## src/rtl/mem_byte_seq_pkg.sv

```systemverilog
// ---------------------------------------------------------------------------
// mem_byte_seq_pkg
//   Shared definitions for the MEM-stage byte sequencer.
//   - size codes for the request size field
//   - read/write codes driven on the controller's mc_rw port
//   - FSM state encoding
//   - helper that maps a size code to the index of its last byte
// ---------------------------------------------------------------------------
package mem_byte_seq_pkg;

    // Request size codes; the unused code 2'b11 is handled as a word.
    localparam logic [1:0] SZ_B = 2'b00;
    localparam logic [1:0] SZ_H = 2'b01;
    localparam logic [1:0] SZ_W = 2'b10;

    // Transfer direction codes presented to the memory controller.
    localparam logic [1:0] RW_IDLE  = 2'b00;
    localparam logic [1:0] RW_LOAD  = 2'b01;
    localparam logic [1:0] RW_STORE = 2'b10;

    typedef enum logic [1:0] {
        IDLE = 2'b00,
        XFER = 2'b01,
        WAIT = 2'b10,
        DONE = 2'b11
    } seq_state_t;

    // Index of the final byte of a request (N-1). Anything that is not a
    // byte or half falls through to the word case, which is how size 11
    // ends up behaving exactly like a word.
    function automatic logic [1:0] last_index(input logic [1:0] size);
        case (size)
            SZ_B:    return 2'd0;
            SZ_H:    return 2'd1;
            default: return 2'd3;
        endcase
    endfunction

endpackage

```

## src/rtl/mem_load_ext.sv

```systemverilog
// ---------------------------------------------------------------------------
// mem_load_ext
//   Purely combinational load-result extender. Takes the little-endian
//   assembled load bytes and widens them to 32 bits according to the size
//   of the access, either sign- or zero-extending.
//
//   Ports
//     assembly   in  32  assembled bytes, byte 0 in [7:0]
//     size       in   2  SZ_B / SZ_H / SZ_W (11 treated as word)
//     is_signed  in   1  1 = sign-extend, 0 = zero-extend
//     rdata      out 32  extended result
// ---------------------------------------------------------------------------
module mem_load_ext
    import mem_byte_seq_pkg::*;
(
    input  logic [31:0] assembly,
    input  logic [1:0]  size,
    input  logic        is_signed,
    output logic [31:0] rdata
);

    // Bytes above the access size are ignored; the fill bit is the top bit
    // of the accessed data when signed, otherwise zero. Words pass through.
    always_comb begin
        rdata = assembly;
        case (size)
            SZ_B:    rdata = {{24{is_signed & assembly[7]}},  assembly[7:0]};
            SZ_H:    rdata = {{16{is_signed & assembly[15]}}, assembly[15:0]};
            default: rdata = assembly;
        endcase
    end

endmodule

```

## src/rtl/mem_byte_seq.sv

```systemverilog
// ---------------------------------------------------------------------------
// mem_byte_seq
//   MEM-stage initiator for the byte-wide memory controller. One 32-bit
//   load/store request is broken into 1, 2 or 4 single-byte transfers on the
//   controller port. Load bytes are assembled little-endian and then sign- or
//   zero-extended; done pulses exactly once per request.
//
//   Parameters
//     ADDR_W      address width; byte addresses wrap modulo 2^ADDR_W
//
//   Ports
//     clk         in   1       rising-edge clock
//     rst         in   1       synchronous active-high reset
//     req_valid   in   1       request present (only looked at in IDLE)
//     req_we      in   1       1 = store, 0 = load
//     req_size    in   2       00 byte, 01 half, 10/11 word
//     req_signed  in   1       load extension mode
//     req_addr    in   ADDR_W  base byte address, any alignment
//     req_wdata   in   32      store data, byte i in [8i+7:8i]
//     busy        out  1       sequencer not in IDLE
//     done        out  1       one-cycle completion pulse
//     rdata       out  32      extended load result, held until next load
//     mc_flag     out  1       byte transfer requested this cycle
//     mc_rw       out  2       RW_IDLE / RW_LOAD / RW_STORE
//     mc_addr     out  ADDR_W  byte address of the current transfer
//     mc_wdata    out  8       store byte of the current transfer
//     mc_grant    in   1       controller accepts the transfer this cycle
//     mc_rdata    in   8       load byte, valid the cycle after a load grant
// ---------------------------------------------------------------------------
module mem_byte_seq
    import mem_byte_seq_pkg::*;
#(
    parameter int ADDR_W = 32
)
(
    input  logic              clk,
    input  logic              rst,
    input  logic              req_valid,
    input  logic              req_we,
    input  logic [1:0]        req_size,
    input  logic              req_signed,
    input  logic [ADDR_W-1:0] req_addr,
    input  logic [31:0]       req_wdata,
    output logic              busy,
    output logic              done,
    output logic [31:0]       rdata,
    output logic              mc_flag,
    output logic [1:0]        mc_rw,
    output logic [ADDR_W-1:0] mc_addr,
    output logic [7:0]        mc_wdata,
    input  logic              mc_grant,
    input  logic [7:0]        mc_rdata
);

    seq_state_t        state;
    seq_state_t        next_state;

    logic [ADDR_W-1:0] base_addr;
    logic [31:0]       wdata_q;
    logic              we_q;
    logic [1:0]        size_q;
    logic              signed_q;

    logic [1:0]        issue_idx;
    logic [1:0]        cap_idx;
    logic              pending;
    logic [31:0]       assembly;
    logic [31:0]       asm_next;
    logic [31:0]       ext_data;
    logic [31:0]       rdata_q;
    logic [7:0]        issue_byte;
    logic              last_beat;

    assign last_beat = (issue_idx == last_index(size_q));
    assign rdata     = rdata_q;

    // Store byte for the current issue index.
    always_comb begin
        issue_byte = wdata_q[7:0];
        case (issue_idx)
            2'd0: issue_byte = wdata_q[7:0];
            2'd1: issue_byte = wdata_q[15:8];
            2'd2: issue_byte = wdata_q[23:16];
            2'd3: issue_byte = wdata_q[31:24];
            default: issue_byte = wdata_q[7:0];
        endcase
    end

    // State register. Reset drops straight back to IDLE from anywhere, which
    // aborts an in-flight request without ever raising done.
    always_ff @(posedge clk) begin
        if (rst) begin
            state <= IDLE;
        end else begin
            state <= next_state;
        end
    end

    // Next-state and controller-port outputs. The port is only driven in
    // XFER; everywhere else it is forced to all zeros. A stalled transfer
    // (grant low) simply keeps the same state and index, so every output
    // holds. Stores finish right after the last grant; loads spend one WAIT
    // cycle collecting the final returned byte.
    always_comb begin
        next_state = state;
        busy       = 1'b1;
        done       = 1'b0;
        mc_flag    = 1'b0;
        mc_rw      = RW_IDLE;
        mc_addr    = '0;
        mc_wdata   = '0;
        case (state)
            IDLE: begin
                busy = 1'b0;
                if (req_valid) begin
                    next_state = XFER;
                end
            end
            XFER: begin
                mc_flag  = 1'b1;
                mc_rw    = we_q ? RW_STORE : RW_LOAD;
                mc_addr  = base_addr + ADDR_W'(issue_idx);
                mc_wdata = issue_byte;
                if (mc_grant && last_beat) begin
                    next_state = we_q ? DONE : WAIT;
                end
            end
            WAIT: begin
                next_state = DONE;
            end
            DONE: begin
                done       = 1'b1;
                next_state = IDLE;
            end
            default: begin
                next_state = IDLE;
            end
        endcase
    end

    // Assembly value including the byte arriving this cycle. It is computed
    // ahead of the register so the WAIT->DONE edge can extend the complete
    // word and rdata is already valid while done is high.
    always_comb begin
        asm_next = assembly;
        if (pending) begin
            case (cap_idx)
                2'd0: asm_next[7:0]   = mc_rdata;
                2'd1: asm_next[15:8]  = mc_rdata;
                2'd2: asm_next[23:16] = mc_rdata;
                2'd3: asm_next[31:24] = mc_rdata;
                default: asm_next = assembly;
            endcase
        end
    end

    mem_load_ext u_ext (
        .assembly  (asm_next),
        .size      (size_q),
        .is_signed (signed_q),
        .rdata     (ext_data)
    );

    // Request capture, issue/capture counters and load assembly.
    // pending marks that the previous cycle carried a granted load, so the
    // controller's read byte is on mc_rdata now; captures therefore trail
    // issues by one cycle and may overlap with later issues. rdata is only
    // written on the way into DONE for loads, so stores and aborted loads
    // never disturb it.
    always_ff @(posedge clk) begin
        if (rst) begin
            base_addr <= '0;
            wdata_q   <= '0;
            we_q      <= 1'b0;
            size_q    <= SZ_B;
            signed_q  <= 1'b0;
            issue_idx <= '0;
            cap_idx   <= '0;
            pending   <= 1'b0;
            assembly  <= '0;
            rdata_q   <= '0;
        end else begin
            pending <= (state == XFER) && mc_grant && !we_q;

            if (pending) begin
                assembly <= asm_next;
                cap_idx  <= cap_idx + 2'd1;
            end

            case (state)
                IDLE: begin
                    if (req_valid) begin
                        base_addr <= req_addr;
                        wdata_q   <= req_wdata;
                        we_q      <= req_we;
                        size_q    <= req_size;
                        signed_q  <= req_signed;
                        issue_idx <= '0;
                        cap_idx   <= '0;
                        assembly  <= '0;
                    end
                end
                XFER: begin
                    if (mc_grant) begin
                        issue_idx <= issue_idx + 2'd1;
                    end
                end
                WAIT: begin
                    rdata_q <= ext_data;
                end
                default: begin
                end
            endcase
        end
    end

endmodule

```

## config.mk

```make
export PLATFORM = sky130hd
export DESIGN_NAME = mem_byte_seq
export DESIGN_NICKNAME = d
export VERILOG_FILES = /design/src/rtl/mem_byte_seq_pkg.sv /design/src/rtl/mem_load_ext.sv /design/src/rtl/mem_byte_seq.sv
export SDC_FILE = /design/constraint.sdc
export NUM_CORES = 1
export LEC_CHECK = 0
export ABC_CLOCK_PERIOD_IN_PS = 2100
export CAP_MARGIN = 20
export CORE_ASPECT_RATIO = 1.4
export CORE_MARGIN = 2
export CORE_UTILIZATION = 45
export DETAILED_ROUTE_END_ITERATION = 8
export GPL_ROUTABILITY_DRIVEN = 0
export HOLD_SLACK_MARGIN = 0.03
export PLACE_DENSITY = 0.87
export SYNTH_ARGS = -nofsm -noshare
export SYNTH_HDL_FRONTEND = slang
export SYNTH_SLANG_ARGS = --single-unit
```

## constraint.sdc

```tcl
create_clock -name clk -period 2.1 [get_ports clk]
set_input_delay 0.42 -clock clk [delete_from_list [all_inputs] [get_ports clk]]
set_output_delay 0.42 -clock clk [all_outputs]
set_load 0.02 [all_outputs]
```

==> summary.txt <==
Placed design
  • Post-DP Area: 0.008850 mm²
  • Cells after DPL: 1,148
  • Post-DP HPWL: 13,390 µm
  • # port buffers: 156
  • DP Worst Slack: -0.7063 ns

Critical path
  • Worst Setup SP: base_addr[0]
  • Worst R2R End: rdata[30]
  • Setup CP Type: reg2out
  • Worst Reg2Reg Path Length in Cells: 7
  • RR Startpoint: cap_idx[1]
  • Critical Path Sink: mc_addr[20]
  • Critical Path RT: 1.68 ns
  • Worst EP arrival: 2.29 ns
  • Reg2reg setup slack: 0.20 ns
  • Crit start category: flop
  • Worst-path maximum fanout: 5
  • CP endpoint kind: output pin

Detailed routing
  • DRT iter0 DRCs: 525
  • Via Count: 6,732
  • Drt wl/cell: 18.16 µm
  • Vias per cell: 5.657
  • Routed wire length: 21,610 µm
  • First-pass DRT Iterations: 8
  • DRC: 0
  • Post-route ant nets: 0

Timing
  • Slew @ Worst Pin: 0.4759 ns
  • Worst Skew: 0.01247 ns
  • Post-route clock period utilization: 129.1%
  • Final WS setup: -0.6118 ns
  • Final Hold Vio Count: 0
  • Min Tclk post-route: 2.712 ns
  • Max Freq: 0.3688 GHz
  • RSZ-0062 raised after global routing: yes
  • Worst slew margin: 68.20%
  • Setup violations, final: 39
  • Max Slew Vio Count: 0

Clocking
  • Root buffer cell: clkbuf_16
  • Clock input transition at the sequential cells of the worst setup and hold paths: 0.06 ns
  • Clock buffer count from CTS: 17
  • Clk sink count: 139
  • Clk_lat worst skew: 0.43 ns
  • CTS tree: yes
  • Deepest clock path buffer count: 2
  • Hold_buf cts: 0
  • H-Tree Depth: 4

Synthesis
  • Async S/R FF share, synth: 0%
  • Register area share after synthesis: 43.81%
  • Post-Syn Nets: 877
  • Synth area leader: dfxtp_1
  • Mapped Area: 0.006351 mm²
  • Syn. warnings: 0
  • Syn Inst Count: 781
  • Number of synthesized flops with an enable pin: 0
  • Synth Register Bits: 139
  • Library cells used by synthesis: 46
  • Post-synth top area share: 43.81%
  • Mean area per synthesized cell: 8.132 µm²
  • Synth Flop Type: dfxtp_1
  • Synth area leaders: dfxtp_1 44%, nand2_1 9.0%, a21oi_1 7.2%, nor2_1 5.9%, mux2i_1 5.2%

Power
  • Leak Pwr: 0.003954 µW
  • Psw: 3757 µW
  • Comb pwr share: 38.3%
  • Clock power share: 29.2%
  • Sw frac: 36.65%
  • Total design power: 10,250 µW
  • Cell Int Power: 6496 µW
  • Reg power frac: 32.5%
  • PwrDens: 1049 mW/mm²
  • Worst IR drop on VDD: 0.0008729 V

Global routing
  • Remaining global-route overflow: 0
  • Initial antenna violation count: 0
  • Vias in the first global route: 6,340
  • Total Routing Usage GR: 26.57%
  • Wire length of the first global-routing pass: 31,800 µm
  • Largest net degree at the start of global routing: 54

Floorplanning
  • FP Rows: 51
  • Die W: 104.4 µm
  • Boundary pin count: 157
  • Starting Density: 45.87%
  • Die Y: 144.6 µm
  • Core area: 0.01385 mm²
  • Die Footprint: 0.01509 mm²

Layout
  • Multi-input combinational cell area: 0.003801 mm²
  • Most common cell after layout, fill and taps aside: nand2_1
  • Final instance area: 0.009777 mm²
  • # fillers: 926
  • Layout cell share with drive strength beyond 1: 25.87%
  • Commonest cells after routing, fill and taps aside: 149 x nand2_1, 133 x dfxtp_1, 110 x clkdlybuf4s50_1
  • # diodes: 0
  • Non-filler cells, final: 1,190
  • Syn-to-layout area delta: 53.94%
  • Final nets: 1,089
  • Register area: 0.002798 mm²

Run
  • MaxCap Viol Count: 0

Run status
  • Failing checks: setup timing
  • Run status: complete, but fails checks

Worst hold path
  • Hold Path Class: in2reg
==> layout make-up <==
cell class	instances	area share, %
well taps	185	2.368
repair buffers	249	23.51
multi-input cells	572	38.88
clock buffers	19	4.633
inverters	14	0.6015
clock inverters	12	1.395
flip-flops and latches	139	28.62
==> critical path, cell delays in order (launching register included) <==
cell and delay [ns]:
dfxtp_2 0.36, ha_4 0.15, fa_2 0.21, and3_4 0.23
nand3_4 0.12, or4_4 0.52, a21oi_4 0.15, buf_6 0.13
==> through the flow <==
| step | hold WS (ns) | TNS (ns) | utilization (%) |
|---|---|---|---|
| global route | 0.4706 | -18.73 | 70.61 |
| finish | 0.4463 | -16.49 | 70.61 |
| floorplan | 0.4357 | -0.6369 | - |
| CTS | 0.4446 | -16.39 | 69.35 |
| detailed placement | 0.4469 | -17.82 | 63.91 |
| global placement | 0.4418 | -15.36 | 63.91 |
==> cells by family (layout without fill, tap and decap cells) <==
family	after synthesis	count (layout)	synth area share (%)
flip-flops	139	139	43.81
buffers and inverters	71	294	4.551
XOR/XNOR	13	13	1.793
AND/OR/NAND/NOR	340	341	23.84
multiplexers	33	33	5.201
AO/OA/AOI/OAI	169	169	17.53
adder cells (fa/ha/maj)	16	16	3.270
==> power groups by stage <==
stage	registers, µW	clock network (µW)	logic (µW)
after floorplan	3560	0	1880
after global placement	3340	0	3620
after detailed placement	3360	0	3710
after CTS	3320	3000	3790
after global routing	3380	3140	4180
final	3340	3000	3920
==> Yosys cell counts (all sizes together), types with 4 or more instances <==
cell,count
and4,4
a21oi,91
nor2,99
or3,4
xnor2,5
o21ai,8
buf,15
o311ai,7
mux2i,33
nand2b,27
and2,6
nand4,7
or2,8
a222oi,8
o41ai,7
inv,13
nand2,154
o31ai,7
clkbuf,42
ha,15
or4,6
xor2,8
dfxtp,139
a211oi,34
and3,8
nand3,11
==> how the worst min path moves through the flow <==
stage | cells after the start | from | slack, ns | end
2_1_floorplan | 2 | wdata_q[24] | 0.44 | wdata_q[24]
3_3_place_gp | 2 | wdata_q[1] | 0.44 | wdata_q[1]
3_5_place_dp | 2 | wdata_q[17] | 0.45 | wdata_q[17]
4_1_cts | 2 | rst | 0.44 | issue_idx[1]
5_1_grt | 2 | wdata_q[7] | 0.47 | wdata_q[7]
6_report | 2 | rst | 0.45 | issue_idx[1]
==> sequential cells by signal, indices dropped and copies added (netlist names) <==
| signal | cells |
|---|---|
| base_addr | 32 |
| issue_idx | 2 |
| assembly | 32 |
| rdata | 32 |
| cap_idx | 2 |
| we_q | 1 |
| state | 2 |
| signed_q | 1 |
| pending | 1 |
| wdata_q | 32 |
| size_q | 2 |
==> metal layers <==
layer | routed length, µm | GRT usage [%] | share of wire (%) | up-vias
met5 | 0 | 0 | 0 | -
met4 | 837 | 11.88 | 3.9 | 0
met3 | 1286 | 5.273 | 6.0 | 75
met2 | 11500 | 49.98 | 53 | 313
met1 | 7986 | 28.73 | 37 | 3237
li1 | - | - | - | 3107
==> what timing repair did <==
action / CTS / global route
gates resized for setup: 229 / 52
buffers inserted: 1 / 8
pin swaps: 18 / 28
cloned: 0 / 2
endpoints found under the setup margin: 44 / 43
Note: power is estimated with default switching activity, not from simulation.
